[src/rtl/fetch_pc_unit.sv]
// Fetch PC generation with an in-order prediction queue: tracks in-flight predictions,
// redirects on mispredict at resolve time and emits registered predictor training.
module fetch_pc_unit #(
    parameter int unsigned        WORD_W   = 32,
    parameter int unsigned        QDEPTH   = 4,
    parameter logic [WORD_W-1:0]  RESET_PC = '0
) (
    input  logic                      CLK,
    input  logic                      nRST,
    output logic [WORD_W-1:0]         pc,
    output logic                      imem_ren,
    input  logic                      ihit,
    input  logic                      stall,
    input  logic                      predicted_outcome,
    input  logic [WORD_W-1:0]         predicted_target,
    input  logic                      rsv_valid,
    input  logic                      rsv_is_branch,
    input  logic                      rsv_taken,
    input  logic [WORD_W-1:0]         rsv_target,
    output logic                      flush,
    output logic                      update_btb,
    output logic [WORD_W-1:0]         update_pc,
    output logic                      branch_outcome,
    output logic [WORD_W-1:0]         branch_target,
    output logic [$clog2(QDEPTH):0]   q_count,
    output logic [15:0]               mispredict_cnt,
    output logic                      underflow_err
);

    localparam int unsigned PTR_W = $clog2(QDEPTH);
    localparam int unsigned CNT_W = PTR_W + 1;

    typedef struct packed {
        logic [WORD_W-1:0] pc;
        logic              pred_taken;
        logic [WORD_W-1:0] pred_target;
    } entry_t;

    entry_t             queue [QDEPTH];
    logic [PTR_W-1:0]   wr_ptr;
    logic [PTR_W-1:0]   rd_ptr;
    logic [CNT_W-1:0]   count;

    logic               full_c;
    logic               empty_c;
    logic               fetch_fire_c;
    logic               resolve_fire_c;
    logic               mispredict_c;
    logic               push_c;
    entry_t             head_c;
    logic [WORD_W-1:0]  head_seq_c;
    logic [WORD_W-1:0]  actual_npc_c;

    // Handshake and resolve evaluation against the oldest entry
    always_comb begin
        full_c         = (count == CNT_W'(QDEPTH));
        empty_c        = (count == '0);
        head_c         = queue[rd_ptr];
        head_seq_c     = head_c.pc + WORD_W'(4);
        fetch_fire_c   = !full_c && ihit && !stall;
        resolve_fire_c = rsv_valid && !empty_c;
        actual_npc_c   = (rsv_is_branch && rsv_taken) ? rsv_target : head_seq_c;
        mispredict_c   = resolve_fire_c && (actual_npc_c != head_c.pred_target);
        push_c         = fetch_fire_c && !mispredict_c;
    end

    assign imem_ren = !full_c;
    assign q_count  = count;

    // Queue payload carries no reset; occupancy alone defines validity
    always_ff @(posedge CLK) begin
        if (push_c) begin
            queue[wr_ptr] <= '{pc: pc, pred_taken: predicted_outcome,
                               pred_target: predicted_target};
        end
    end

    // PC, pointers and occupancy; a mispredict squashes everything including a same-cycle push
    always_ff @(posedge CLK or negedge nRST) begin
        if (!nRST) begin
            pc     <= RESET_PC;
            wr_ptr <= '0;
            rd_ptr <= '0;
            count  <= '0;
        end else if (mispredict_c) begin
            pc     <= actual_npc_c;
            wr_ptr <= '0;
            rd_ptr <= '0;
            count  <= '0;
        end else begin
            if (fetch_fire_c) begin
                pc     <= predicted_target;
                wr_ptr <= wr_ptr + PTR_W'(1);
            end
            if (resolve_fire_c) begin
                rd_ptr <= rd_ptr + PTR_W'(1);
            end
            count <= count + CNT_W'(fetch_fire_c) - CNT_W'(resolve_fire_c);
        end
    end

    // Flush pulse, statistics and sticky underflow
    always_ff @(posedge CLK or negedge nRST) begin
        if (!nRST) begin
            flush          <= 1'b0;
            mispredict_cnt <= '0;
            underflow_err  <= 1'b0;
        end else begin
            flush <= mispredict_c;
            if (mispredict_c && (mispredict_cnt != 16'hFFFF)) begin
                mispredict_cnt <= mispredict_cnt + 16'd1;
            end
            if (rsv_valid && empty_c) begin
                underflow_err <= 1'b1;
            end
        end
    end

    // Predictor training: branches train, aliased non-branches invalidate
    always_ff @(posedge CLK or negedge nRST) begin
        if (!nRST) begin
            update_btb     <= 1'b0;
            update_pc      <= '0;
            branch_outcome <= 1'b0;
            branch_target  <= '0;
        end else begin
            update_btb <= resolve_fire_c && (rsv_is_branch || head_c.pred_taken);
            if (resolve_fire_c) begin
                update_pc      <= head_c.pc;
                branch_outcome <= rsv_is_branch && rsv_taken;
                branch_target  <= rsv_is_branch ? rsv_target : head_seq_c;
            end
        end
    end

endmodule

[config.mk]
export PLATFORM = sky130hd
export DESIGN_NAME = fetch_pc_unit
export DESIGN_NICKNAME = d
export VERILOG_FILES = /design/src/rtl/fetch_pc_unit.sv
export SDC_FILE = /design/constraint.sdc
export NUM_CORES = 1
export LEC_CHECK = 0
export ABC_AREA = 1
export CAP_MARGIN = 10
export CORE_MARGIN = 2
export CORE_UTILIZATION = 40
export CTS_CLUSTER_SIZE = 30
export DETAILED_ROUTE_END_ITERATION = 7
export GPL_ROUTABILITY_DRIVEN = 0
export PLACE_DENSITY = 0.68
export SLEW_MARGIN = 15
export SYNTH_ARGS = -nofsm -noshare
export SYNTH_HDL_FRONTEND = slang
export SYNTH_SLANG_ARGS = --single-unit
[constraint.sdc]
create_clock -name CLK -period 13.2 [get_ports CLK]
set_clock_uncertainty 0.1 [all_clocks]
set_input_delay 1.98 -clock CLK [delete_from_list [all_inputs] [get_ports CLK]]
set_output_delay 1.98 -clock CLK [all_outputs]
set_load 0.03 [all_outputs]
; ---- After elaboration in Yosys (flattened, before gate mapping)
; Memories as Yosys holds them, arrays and structs flattened.
; Cells that the tools add are included.
[word_totals]
ff_bits = 123
out_inout_bits = 120
mem_count = 1
wordCells = 49
ramBits = 260
in_bits = 72
[classes]
addsub = 6
n_eq_ne = 3
n_reduce_logical = 17
muxes = 11
[mem_list]
columns = name, depth, word_bits, read_ports, rd_clocked_by_memory_dff, write_ports, line_no
row1 = queue, 4, 65, 1, 0, 1, 39  ; entry_t queue [QDEPTH];
[op_table]
columns = cell, count
row1 = $mux 32, 4
row2 = $add 32x3->32 const B, 1
row3 = $ne 32x32->1, 1
row4 = $add 16x1->16 const B, 1
row5 = $ne 16x16->1 const B, 1
row6 = $logic_and 1x1->1, 9
row7 = $mux 2, 4
row8 = $add 2x1->2 const B, 2
row9 = $logic_not 1->1, 4
row10 = $reduce_bool 2->1, 2
row11 = $add 3x1->3, 1
row12 = $eq 3x3->1 const B, 1
row13 = $logic_not 3->1, 1
row14 = $mux 3, 1
row15 = $sub 3x1->3, 1
row16 = $mux 1, 2
row17 = $logic_or 1x1->1, 1

; ---- Depth between registers and ports, before layout
; An unclocked memory read counts as a cell.
[logic_depth]
word_depth = 9
depth_mapped = 26
depth_no_buf = 24

; ---- Worst setup path after synthesis
; No wires, ideal clock.
[synth_timing]
path_kind = input -> register
start = input port rsv_is_branch
end = memory queue[0][0] (netlist name) (enable)
stages = 15
setup_time_ns = 0.489
t_required_ns = 12.611
arrival_ns = 6.425
path_buffers = 3
slack_ns = 6.187
path_cell_list = nand2_1 -> inv_1 -> clkbuf_1 -> clkbuf_1 -> nand2_1 -> nand3_1 -> nand3_1 -> nor2_1 -> nand3_1 -> nor2_1 -> nand3_2 -> nand2_2 -> buf_6 -> nand2_2 -> nor2_1
[synth_between]
elab_chain_len = 8
[synth_lines]
columns = item, line_no
row1 = start: declaration, 17  ; input logic rsv_is_branch,
row2 = $logic_and 1x1->1, 62  ; actual_npc_c = (rsv_is_branch && rsv_taken) ? rsv_target : head_seq_c;
row3 = $mux 32, 62
row4 = $ne 32x32->1, 63  ; mispredict_c = resolve_fire_c && (actual_npc_c != head_c.pred_target);
row5 = $logic_and 1x1->1, 63
row6 = $logic_not 1->1, 64  ; push_c = fetch_fire_c && !mispredict_c;
row7 = $logic_and 1x1->1, 64
row8 = $mux 1, 72  ; if (push_c) begin
row9 = $mux 1 (implied by the code), 73  ; queue[wr_ptr] <= '{pc: pc, pred_taken: predicted_outcome,
row10 = end: declaration, 39
; No other way between the ends.

==> impl_metrics.ini <==
[floorplanning]
core-area_mm2 = 0.0451
die-width_um = 217
die_area_mm2 = 0.0472
die_h_um = 217
ios = 192
initial_core_util = 0.403
rows = 78

[timing]
setup_viol = 0
tightest_slew_ns = 1.22
min_period_over_period = 0.538
rsz0062_at_grt = false
setup_tns_ns = 0
timing.fmax_ghz = 0.141
whs_ns = 0.380
finalCriticalPeriod_ns = 7.11
maxSlewViolCount = 0
hold_viol = 0
relSlewSlack = 0.189

[logic_synthesis]
synth_edf_count = 260
yosys-top-cells-area = edfxtp_1, dfrtp_1, nand2_1
synth_top_flop_cell = edfxtp_1
synth_fp_nets = 2091
ys_seq_area_frac = 0.599
syn-cell-area_mm2 = 0.0182
yosys_register_bits = 383
async_reset_ff_frac = 0.321
yosys_warnings = 0
synthCells = 2010
synth.avg_cell_area_um2 = 9.05
yosys.area.top_type_share = 0.429
yosysTopAreaCell = edfxtp_1
synth_cell_type_count = 35

[job]
maxCapViolations = 0

[placed_design]
place_hpwl_um = 37700
placed_area_mm2 = 0.0206
io_buffers = 191

[finish]
drive_gt1_frac = 0.0547
final_cell_area_mm2 = 0.0219
nets = 2242
final_common_cell = nand2_1
diodes = 0
fill_cells = 4082
regArea_mm2 = 0.0109
multi_input_area_mm2 = 0.00656
final_cell_mix = nand2_1, nand3_1, edfxtp_1
areaGrowthSynthToFinish_pct = 20.3

[outcome]
status = completed

[worst_setup_path]
critPathArrivalTime_ns = 7.20
reg2reg_to = queue[0][29]$_DFFE_PP_
startpoint_type = flop
critPathMaxFanout = 94
timing.rr.start = rd_ptr[0]$_DFFE_PN0P_
r2r_cells = 24
worstPathRequired_ns = 13.29
crit_type = flop to flop
critPathCaptureType = flop
rrSetupSlack_ns = 6.09

[power]
p_leak_nw = 8.77
power_density_mw_per_mm2 = 232
peakVddDrop_v = 0.000105

[routing]
wl_per_cell_um = 19.7
viasPerCell = 5.44
num_vias = 15203
wl_um = 55000
drcViolationCount = 0
drt_iter0_drc = 1676
ant_nets = 0
first_pass_iters = 6

[hold_path]
holdCritPathClass = flop to flop
hold_path_end = branch_target[0]$_DFFE_PN0P_
min_path_cells = 2
hp-start = branch_target[0]$_DFFE_PN0P_

[clocking]
cts-resized-gates = 0
hold_buffers = 0
clock_sinks = 383
postCtsSetupBuffers = 0
cts_made_buffers = 41
cts.path.max_buffers = 3
cts_root_buf = clkbuf_16
clk_latency_ns = 0.58
htreeDepth = 2
clk_pin_slew_ns = 0.06
cts_tree = done

[global_routing]
antenna_found_initial = 0
grt_overflow = 0
grt_pass1_wl_um = 81900
grt_pass1_vias = 13861
grt_max_degree = 100
track_usage = 0.229
-- worst max path at each step --
stage / startpoint / slack (ns) / endpoint / cells after the start
floorplan: rsv_is_branch / 6.19 / queue[0][0]$_DFFE_PP_ / 15
global placement: rsv_is_branch / 5.78 / queue[3][34]$_DFFE_PP_ / 15
detailed placement: rsv_is_branch / 5.71 / queue[0][2]$_DFFE_PP_ / 15
CTS: rd_ptr[0]$_DFFE_PN0P_ / 6.15 / queue[0][29]$_DFFE_PP_ / 24
global route: rd_ptr[0]$_DFFE_PN0P_ / 5.59 / queue[0][29]$_DFFE_PP_ / 24
finish: rd_ptr[0]$_DFFE_PN0P_ / 6.09 / queue[0][29]$_DFFE_PP_ / 24
-- layout make-up --
type	instances	share of cell area
tap	600	0.0343
multi-input combinational	1441	0.300
clock inverter	24	0.0105
inverter	86	0.0149
timing repair buffer	208	0.0933
sequential	383	0.498
clock buffer	52	0.0494
-- cells in the mapped netlist (3+ instances only) --
master,instances
nand2_1,701
nand3_1,294
edfxtp_1,260
nor2_1,146
dfrtp_1,123
o21ai_0,96
inv_1,80
a21oi_1,61
clkbuf_1,46
buf_2,34
nand4_1,24
a32oi_1,23
or2_2,14
xor2_1,14
buf_1,13
xnor2_1,10
o21ai_1,9
o22ai_1,9
ha_1,8
nor3_1,8
inv_2,5
nor2_2,5
buf_4,4
nand3b_1,4
o211ai_1,4
buf_6,3
-- critical path, cell delays in order (launching register included) --
cell and delay (ns):
dfrtp_4 0.75, clkinv_2 0.54, buf_4 0.89, nand2_1 0.16, nand2_1 0.11, nand2_1 0.05, nand2_1 0.16, ha_1 0.24
inv_1 0.09, nor2_1 0.19, nand2_1 0.12, nor2_1 0.46, nand4_1 0.26, nand2_1 0.15, nand2_1 0.06, nand3_1 0.08
nand2_1 0.06, nor2_1 0.10, nand2_1 0.06, nor2_1 0.16, nand3_2 0.11, nand2_2 0.08, nand2_2 0.14, nor2_4 0.88
buf_4 0.61
-- layer usage --
layer	GRT usage	wire length [um]
met5	0	0
met2	0.339	24300
met1	0.328	23600
met3	0.0453	4910
met4	0.0950	2090
-- stage by stage --
stage | std cells | utilization | total power (W) | setup slack, ns
after global placement | 2718 | 0.456 | 0.00390 | 5.78
after floorplan | 2010 | - | 0.00311 | 6.19
after global routing | 2794 | 0.485 | 0.00535 | 5.59
after detailed placement | 2718 | 0.456 | 0.00394 | 5.71
final | 2794 | 0.485 | 0.00507 | 6.09
after CTS | 2794 | 0.485 | 0.00507 | 6.15
-- report_power, final --
part           switching, W  internal [W]  leakage, nW  total, W
registers          0.000242       0.00158         3.88   0.00182
logic               0.00145      0.000679         4.25   0.00213
clock network      0.000483      0.000645        0.633   0.00113
total               0.00217       0.00290         8.77   0.00507
-- flip-flops by register name, indices dropped and copies added (netlist names) --
register and cells:
queue 260, branch_target 32, pc 32, update_pc 32, mispredict_cnt 16, q_count 3
rd_ptr 2, wr_ptr 2, branch_outcome 1, flush 1, underflow_err 1, update_btb 1
-- cells by family after synthesis --
kind of cell	after synthesis	synth area share
fa+ha+maj	9	0.00661
xor+xnor	24	0.0116
simple gates	1203	0.278
flops	383	0.599
buf+inv	186	0.0428
compound gates	205	0.0628
(Power assumes the default switching activity.)
